## src/rtl/snake_move_sequencer.sv

```systemverilog
// Snake head move-tick scheduler: divides clk into move ticks, steps the head one cell per tick
// and runs the IDLE/RUN/PAUSE/OVER game state machine. Define WRAP_AROUND_EN to wrap at walls.
module snake_move_sequencer #(
  parameter int GRID_W   = 32,
  parameter int GRID_H   = 24,
  parameter int TICK_DIV = 5000000,
  parameter int START_X  = 16,
  parameter int START_Y  = 12
) (
  input  logic                      clk,
  input  logic                      reset,
  input  logic                      start,
  input  logic                      pause,
  input  logic [1:0]                direction,
  input  logic                      self_hit,
  output logic [$clog2(GRID_W)-1:0] head_x,
  output logic [$clog2(GRID_H)-1:0] head_y,
  output logic                      step,
  output logic                      game_over,
  output logic [1:0]                state
);

  localparam int XW = $clog2(GRID_W);
  localparam int YW = $clog2(GRID_H);
  localparam int CW = $clog2(TICK_DIV);

  localparam logic [1:0] DIR_UP    = 2'b00;
  localparam logic [1:0] DIR_DOWN  = 2'b01;
  localparam logic [1:0] DIR_LEFT  = 2'b10;
  localparam logic [1:0] DIR_RIGHT = 2'b11;

  localparam logic [XW-1:0] X_START = XW'(START_X);
  localparam logic [YW-1:0] Y_START = YW'(START_Y);
  localparam logic [XW-1:0] X_MAX   = XW'(GRID_W - 1);
  localparam logic [YW-1:0] Y_MAX   = YW'(GRID_H - 1);
  localparam logic [CW-1:0] CNT_TOP = CW'(TICK_DIV - 1);

  typedef enum logic [1:0] {
    ST_IDLE  = 2'b00,
    ST_RUN   = 2'b01,
    ST_PAUSE = 2'b10,
    ST_OVER  = 2'b11
  } state_t;

  state_t        state_r, state_nxt_s;
  logic [XW-1:0] head_x_r, head_x_nxt_s, move_x_s;
  logic [YW-1:0] head_y_r, head_y_nxt_s, move_y_s;
  logic [CW-1:0] tick_cnt_r, tick_cnt_nxt_s;
  logic          step_r, step_nxt_s;
  logic          game_over_r;
  logic          terminal_s;
  logic          wall_hit_s;

  assign terminal_s = (tick_cnt_r == CNT_TOP);

  // Candidate head position one cell in the sampled direction, wrapping at the grid edges.
  always_comb begin
    move_x_s = head_x_r;
    move_y_s = head_y_r;
    case (direction)
      DIR_UP: begin
        if (head_y_r == {YW{1'b0}}) begin
          move_y_s = Y_MAX;
        end else begin
          move_y_s = head_y_r - YW'(1);
        end
      end
      DIR_DOWN: begin
        if (head_y_r == Y_MAX) begin
          move_y_s = {YW{1'b0}};
        end else begin
          move_y_s = head_y_r + YW'(1);
        end
      end
      DIR_LEFT: begin
        if (head_x_r == {XW{1'b0}}) begin
          move_x_s = X_MAX;
        end else begin
          move_x_s = head_x_r - XW'(1);
        end
      end
      DIR_RIGHT: begin
        if (head_x_r == X_MAX) begin
          move_x_s = {XW{1'b0}};
        end else begin
          move_x_s = head_x_r + XW'(1);
        end
      end
      default: begin
        move_x_s = head_x_r;
        move_y_s = head_y_r;
      end
    endcase
  end

`ifdef WRAP_AROUND_EN
  assign wall_hit_s = 1'b0;
`else
  assign wall_hit_s = ((direction == DIR_UP)    && (head_y_r == {YW{1'b0}})) ||
                      ((direction == DIR_DOWN)  && (head_y_r == Y_MAX))      ||
                      ((direction == DIR_LEFT)  && (head_x_r == {XW{1'b0}})) ||
                      ((direction == DIR_RIGHT) && (head_x_r == X_MAX));
`endif

  // Next-state logic; in RUN the order self_hit > wall > pause > tick step sets priority.
  always_comb begin
    state_nxt_s    = state_r;
    head_x_nxt_s   = head_x_r;
    head_y_nxt_s   = head_y_r;
    tick_cnt_nxt_s = tick_cnt_r;
    step_nxt_s     = 1'b0;
    case (state_r)
      ST_IDLE: begin
        tick_cnt_nxt_s = {CW{1'b0}};
        if (start) begin
          state_nxt_s  = ST_RUN;
          head_x_nxt_s = X_START;
          head_y_nxt_s = Y_START;
        end else begin
          state_nxt_s  = ST_IDLE;
        end
      end
      ST_RUN: begin
        if (self_hit) begin
          state_nxt_s = ST_OVER;
        end else if (terminal_s && wall_hit_s) begin
          state_nxt_s = ST_OVER;
        end else if (pause) begin
          state_nxt_s = ST_PAUSE;
        end else if (terminal_s) begin
          tick_cnt_nxt_s = {CW{1'b0}};
          head_x_nxt_s   = move_x_s;
          head_y_nxt_s   = move_y_s;
          step_nxt_s     = 1'b1;
        end else begin
          tick_cnt_nxt_s = tick_cnt_r + CW'(1);
        end
      end
      ST_PAUSE: begin
        // Counter stays frozen here; counting restarts from the held value once back in RUN.
        if (!pause) begin
          state_nxt_s = ST_RUN;
        end else begin
          state_nxt_s = ST_PAUSE;
        end
      end
      ST_OVER: begin
        if (start) begin
          state_nxt_s    = ST_RUN;
          head_x_nxt_s   = X_START;
          head_y_nxt_s   = Y_START;
          tick_cnt_nxt_s = {CW{1'b0}};
        end else begin
          state_nxt_s    = ST_OVER;
        end
      end
      default: begin
        state_nxt_s    = ST_IDLE;
        tick_cnt_nxt_s = {CW{1'b0}};
      end
    endcase
  end

  // State, head, tick counter and registered strobes with synchronous reset.
  always_ff @(posedge clk) begin
    if (reset) begin
      state_r     <= ST_IDLE;
      head_x_r    <= X_START;
      head_y_r    <= Y_START;
      tick_cnt_r  <= {CW{1'b0}};
      step_r      <= 1'b0;
      game_over_r <= 1'b0;
    end else begin
      state_r     <= state_nxt_s;
      head_x_r    <= head_x_nxt_s;
      head_y_r    <= head_y_nxt_s;
      tick_cnt_r  <= tick_cnt_nxt_s;
      step_r      <= step_nxt_s;
      game_over_r <= (state_nxt_s == ST_OVER);
    end
  end

  assign head_x    = head_x_r;
  assign head_y    = head_y_r;
  assign step      = step_r;
  assign game_over = game_over_r;
  assign state     = state_r;

endmodule

```

## config.mk

```make
export PLATFORM = sky130hd
export DESIGN_NAME = snake_move_sequencer
export DESIGN_NICKNAME = d
export VERILOG_FILES = /design/src/rtl/snake_move_sequencer.sv
export SDC_FILE = /design/constraint.sdc
export NUM_CORES = 1
export LEC_CHECK = 0
export BUFFER_PORTS_ARGS = -buffer_cell sky130_fd_sc_hd__buf_2
export CAP_MARGIN = 0
export CORE_MARGIN = 4
export CORE_UTILIZATION = 50
export DETAILED_ROUTE_END_ITERATION = 10
export PLACE_DENSITY = 0.68
export SLEW_MARGIN = 20
export SYNTH_ARGS = -nofsm -noshare
export SYNTH_HDL_FRONTEND = slang
export SYNTH_SLANG_ARGS = --single-unit
```

## constraint.sdc

```tcl
create_clock -name clk -period 3.7 [get_ports clk]
set_input_delay 0.74 -clock clk [delete_from_list [all_inputs] [get_ports clk]]
set_output_delay 0.74 -clock clk [all_outputs]
set_load 0.05 [all_outputs]
```

Yosys cells after proc, flatten, opt, wreduce, memory -nomap -nowiden:

Cells that the tools add are included.

* bits in registers: 37
* input port bits: 7
* output and inout port bits: 14
* word-level logic and storage cells: 81

* add/sub/neg operators: 5
* equality and inequality tests: 18
* mux-type cells: 32
* bitwise operators: 1
* reduce and logical (&&, ||, !) cells: 19

Operators with widths (number)
* 2-to-1 mux 23 bit: 5
* 2-to-1 mux 5 bit: 14
* one-hot mux 23 bit (3 select lines): 1
* one-hot mux 5 bit (2 select lines): 4
* adder 23 x 1 -> 23 bit (second input constant): 1
* == test 23 bit (second input constant): 1
* AND reduction 7 bit: 2
* adder 5 x 1 -> 5 bit (second input constant): 2
* == test 2 bit (second input constant): 5
* == test 5 bit (second input constant): 2
* zero test 5 bit: 2
* 2-to-1 mux 2 bit: 5
* != test 2 bit (second input constant): 5
* subtractor 5 x 1 -> 5 bit (second input constant): 2
* one-hot mux 2 bit (4 select lines): 1
* != test 3 bit (second input constant): 2
* logical AND 1 bit: 5
* AND reduction 5 bit: 1
* OR reduction 5 bit: 1
* == test 2 x 1 -> 1 bit (second input constant): 2
* zero test 2 bit: 2
* logical OR 1 bit: 3
* nonzero test 3 bit: 1
* 2-to-1 mux 1 bit: 2
* other kinds (4): 4

Depth between registers and ports, before layout:

* depth after elaboration: 10
* mapped depth: 10
* gate-level depth less buffers: 9

Worst setup path after synthesis:

Ideal clock, no wire load.

* path kind: reg-to-reg
* start point: register head_x_r[0] (netlist: head_x[0])
* end point: register head_y_r[2] (netlist: head_y[2])
* setup time: 134 ps
* data arrival time: 2581 ps
* required time: 3566 ps
* path slack: 985 ps
* stages on the path, launching flop included: 10
* path buffers: 1
* clock period less this slack: 2715 ps
* cell sequence: dfxtp_1 -> clkbuf_1 -> inv_1 -> ha_1 -> nor4b_1 -> o2bb2ai_2 -> or2_2 -> o41ai_4 -> and2_4 -> a31oi_1

* word-level cells in the longest chain between the ends: 7
* elaborated cells between the ends (all ways): 9
* those cells by class: eq/ne: 2; reduce/logical: 7

Ends and longest elaborated chain
* from (decl): RTL line 46 `logic [XW-1:0] head_x_r, head_x_nxt_s, move_x_s;`
* from (signal assigned): RTL line 175 `head_x_r <= head_x_nxt_s;`
* zero test 5 bit: RTL line 101 `((direction == DIR_LEFT) && (head_x_r == {XW{1'b0}})) ||`
* logical AND 1 bit: RTL line 101
* logical OR 1 bit: RTL line 100 `((direction == DIR_DOWN) && (head_y_r == Y_MAX)) ||`
* logical OR 1 bit *: RTL line 101
* logical AND 1 bit *: RTL line 126 `end else if (terminal_s && wall_hit_s) begin`
* != test 2 bit (no line) *
* AND reduction 7 bit (no line) *
* to (signal assigned): RTL line 176 `head_y_r <= head_y_nxt_s;`
* to (decl): RTL line 47 `logic [YW-1:0] head_y_r, head_y_nxt_s, move_y_s;`

Mark *: on every way between the ends. The rest lies on a longest branch, timed or not.
A chain may end at the register's enable or synchronous reset.

Final worst setup path:

* start point: register head_x_r[0] (netlist: head_x[0])
* end point: register tick_cnt_r[3]

* word-level cells in the longest chain between the ends: 7
* elaborated cells between the ends (all ways): 9
* those cells by class: eq/ne: 2; reduce/logical: 7

Ends and longest elaborated chain
* zero test 5 bit: RTL line 101
* logical AND 1 bit: RTL line 101
* logical OR 1 bit: RTL line 100
* logical OR 1 bit *: RTL line 101
* logical AND 1 bit *: RTL line 126
* != test 2 bit (no line) *
* AND reduction 5 bit (no line) *
* to (signal assigned): RTL line 170 `tick_cnt_r <= {CW{1'b0}};`
* to (signal assigned): RTL line 177 `tick_cnt_r <= tick_cnt_nxt_s;`
* to (decl): RTL line 48 `logic [CW-1:0] tick_cnt_r, tick_cnt_nxt_s;`

Marked as above.

==> impl_metrics.csv <==
group,metric,value,unit
setup_path,critical_path_required,3920,ps
logic_synthesis,ys_types,56,
final_layout,finalNetCount,355,
clock_tree,cts_buffer_depth,2,
sta,tightest_slew,744,ps
logic_synthesis,synth_area,0.00258,mm2
sta,skew,8.41,ps
clock_tree,clk_pin_slew,70,ps
power,power.leakage,0.000978,uW
route,wl_per_cell,14.9,um
sta,fin_setup_tns,0,ps
setup_path,worst-path-max-fanout,19,
route,drt_iter0_drc,149,
power,power_density,324,mW/mm2
logic_synthesis,syn_avg_cell_area,8.00,um2
sta,rsz0062_at_grt,"no",
clock_tree,ctsHoldBuffers,0,
grt,track_usage,0.201,
placement,hpwl,4380,um
route,ant_nets,0,
clock_tree,cts_tree,"yes",
route,via_count,2480,
sta,finalHoldViolations,0,
clock_tree,cts-root-buf,"clkbuf_8",
die,die_area,0.00638,mm2
sta,fmax,384,MHz
final_layout,antenna_cells,0,
logic_synthesis,synth_common_cells,"dfxtp_1 (37), o21ai_0 (26), nor2_1 (23), nand2_1 (19), nand3_1 (18)",
sta,worst_slack,1090,ps
min_path,hp-class,"reg -> reg",
route,drcViolationCount,0,
clock_tree,cts_sinks,37,
route,routed_wl,5980,um
sta,relSlewSlack,0.502,
die,die_h,79.9,um
sta,period_share,0.705,
route,dr.pass1.iters,4,
die,die_x,79.9,um
setup_path,critPathLaunchType,"flop",
logic_synthesis,synth_seq_area_share,0.287,
power,max-vdd-ir-drop,0.186,mV
die,start_util,0.533,
clock_tree,cts_resized,0,
grt,grt_overflow,0,
logic_synthesis,ys_warn_count,0,
logic_synthesis,synthArstFlopShare,0,
logic_synthesis,synth-edff-count,0,
setup_path,cpMaxStageDelayCell,"nor4b_1",
final_layout,syn2layout_area_growth,7.65,%
setup_path,arrival,2830,ps
logic_synthesis,synth_area_leaders,"dfxtp_1 (29%), ha_1 (6.3%), o21ai_0 (5.0%)",
die,io_pins,21,
placement,pre_cts_slack,895,ps
route,vias_per_cell,6.17,
die,fp-row-count,25,
logic_synthesis,synth_nets,343,
clock_tree,cts_setup_buffers,0,
setup_path,crit_chain,"inv_1, ha_1, nor4b_1, o2bb2ai_2, o2111ai_2, a21oi_4, o21ai_0, o21ai_0",
setup_path,critical_path_class,"reg -> reg",
grt,grt_max_degree,21,
setup_path,cp_common_cell,"o21ai_0",
logic_synthesis,yosysTopAreaCellShare,0.287,
clock_tree,cts_made_buffers,5,
logic_synthesis,yosysTopAreaCell,"dfxtp_1",
clock_tree,clk_latency,290,ps
logic_synthesis,ys.flop_type,"dfxtp_1",
die,coreArea,0.00485,mm2
setup_path,setup.worst_path.end_class,"flop",
logic_synthesis,ys_seq_elements,37,
grt,grt_first_pass_wirelength,10300,um
placement,portBuffers,20,
logic_synthesis,syn_inst,323,
run_status,run_status,"finished clean",
grt,grt_pass1_vias,2188,
sta,slew_viol_final,0,
sta,final.min_clock_period,2610,ps
final_layout,nFillCells,470,
grt,antenna_found_initial,0,
clock_tree,cts.htree.levels,2,
setup_path,slowest_delay,610,ps
logic_synthesis,synth.most_common_cell,"dfxtp_1",
final_layout,final_layout_size_suffix_gt1_frac,0.137,
job,drv_cap,0,
sta,setup_viol,0,
placement,place.gp.congestion,0.871,
[metrics by stage]
stage | total power [uW] | hold slack [ps] | utilization | cells | instance area [um2]
3_5_place_dp | 623 | 476 | 0.556 | 395 | 2700
2_1_floorplan | 583 | 444 | - | 323 | 2580
6_report | 900 | 490 | 0.574 | 402 | 2780
5_1_grt | 950 | 521 | 0.574 | 402 | 2780
3_3_place_gp | 622 | 469 | 0.556 | 395 | 2700
4_1_cts | 909 | 488 | 0.574 | 402 | 2780
[final timing paths]
path         cells after the start  slack, ps                         end                       start
max reg2reg                      8       1090  tick_cnt_r[3]$_SDFFE_PP0P_      head_x[0]$_SDFFE_PP0P_
min reg2reg                      2        490  tick_cnt_r[0]$_SDFFE_PP0P_  tick_cnt_r[0]$_SDFFE_PP0P_
min                              2        490  tick_cnt_r[0]$_SDFFE_PP0P_  tick_cnt_r[0]$_SDFFE_PP0P_
max                              8       1090  tick_cnt_r[3]$_SDFFE_PP0P_      head_x[0]$_SDFFE_PP0P_
[metal layers]
metal	global-route usage	vias to the layer above	routed length [um]
met5	0	-	0
met4	0.0591	0	72
met3	0.0474	6	295
met2	0.294	63	2560
met1	0.289	1170	3050
li1	-	1241	-
[critical path, delay by kind of cell (launching register included)]
| family | cells | cell delay (ps) |
|---|---|---|
| fa+ha+maj | 1 | 180 |
| simple gates | 1 | 610 |
| flops | 1 | 400 |
| buf+inv | 1 | 120 |
| compound gates | 5 | 1230 |
[placed cells by master (no fill, tap or decap), types with 3 or more instances in the layout]
master / n
nand2_1: 19
nor4_1: 4
and4_1: 3
and3_1: 3
buf_2: 20
o31ai_1: 10
inv_1: 11
a31oi_1: 9
a211oi_1: 8
and2_1: 3
o21ai_0: 26
nand3_1: 18
dfxtp_1: 37
nor2_1: 23
ha_1: 13
o21ai_1: 11
xnor2_1: 3
clkbuf_8: 6
nor2b_1: 12
or2_2: 5
buf_4: 4
nor3_1: 9
a21oi_1: 15
nor4b_1: 5
nand2b_1: 3
nand4_1: 12
o41ai_1: 3
[registers in the layout (all words and copies together) (netlist names)]
name and count:
head_y 5, game_over 1, step 1, tick_cnt_r 23, head_x 5, state 2
[cell families (layout without fill, tap and decap cells)]
kind of cell / count (synthesis) / count (layout) / synth area share
fa+ha+maj: 13 / 13 / 0.0630
mux: 1 / 1 / 0.00387
simple gates: 132 / 132 / 0.288
compound gates: 105 / 105 / 0.286
flops: 37 / 37 / 0.287
buf+inv: 30 / 42 / 0.0557
xor+xnor: 5 / 5 / 0.0170
[report_power, final]
part	internal, uW	switching (uW)
Combinational	67.4	123
Clock	148	138
Sequential	407	17.0
Total	622	278
[cell type report]
type / count / area (um2) / share of cell area
Clock buffer: 7 / 86.3 / 0.0310
Timing Repair Buffer: 24 / 130 / 0.0468
Sequential cell: 37 / 741 / 0.266
Inverter: 11 / 41.3 / 0.0148
Multi-Input combinational cell: 256 / 1700 / 0.611
Tap cell: 67 / 83.8 / 0.0301
(Power assumes the default switching activity.)
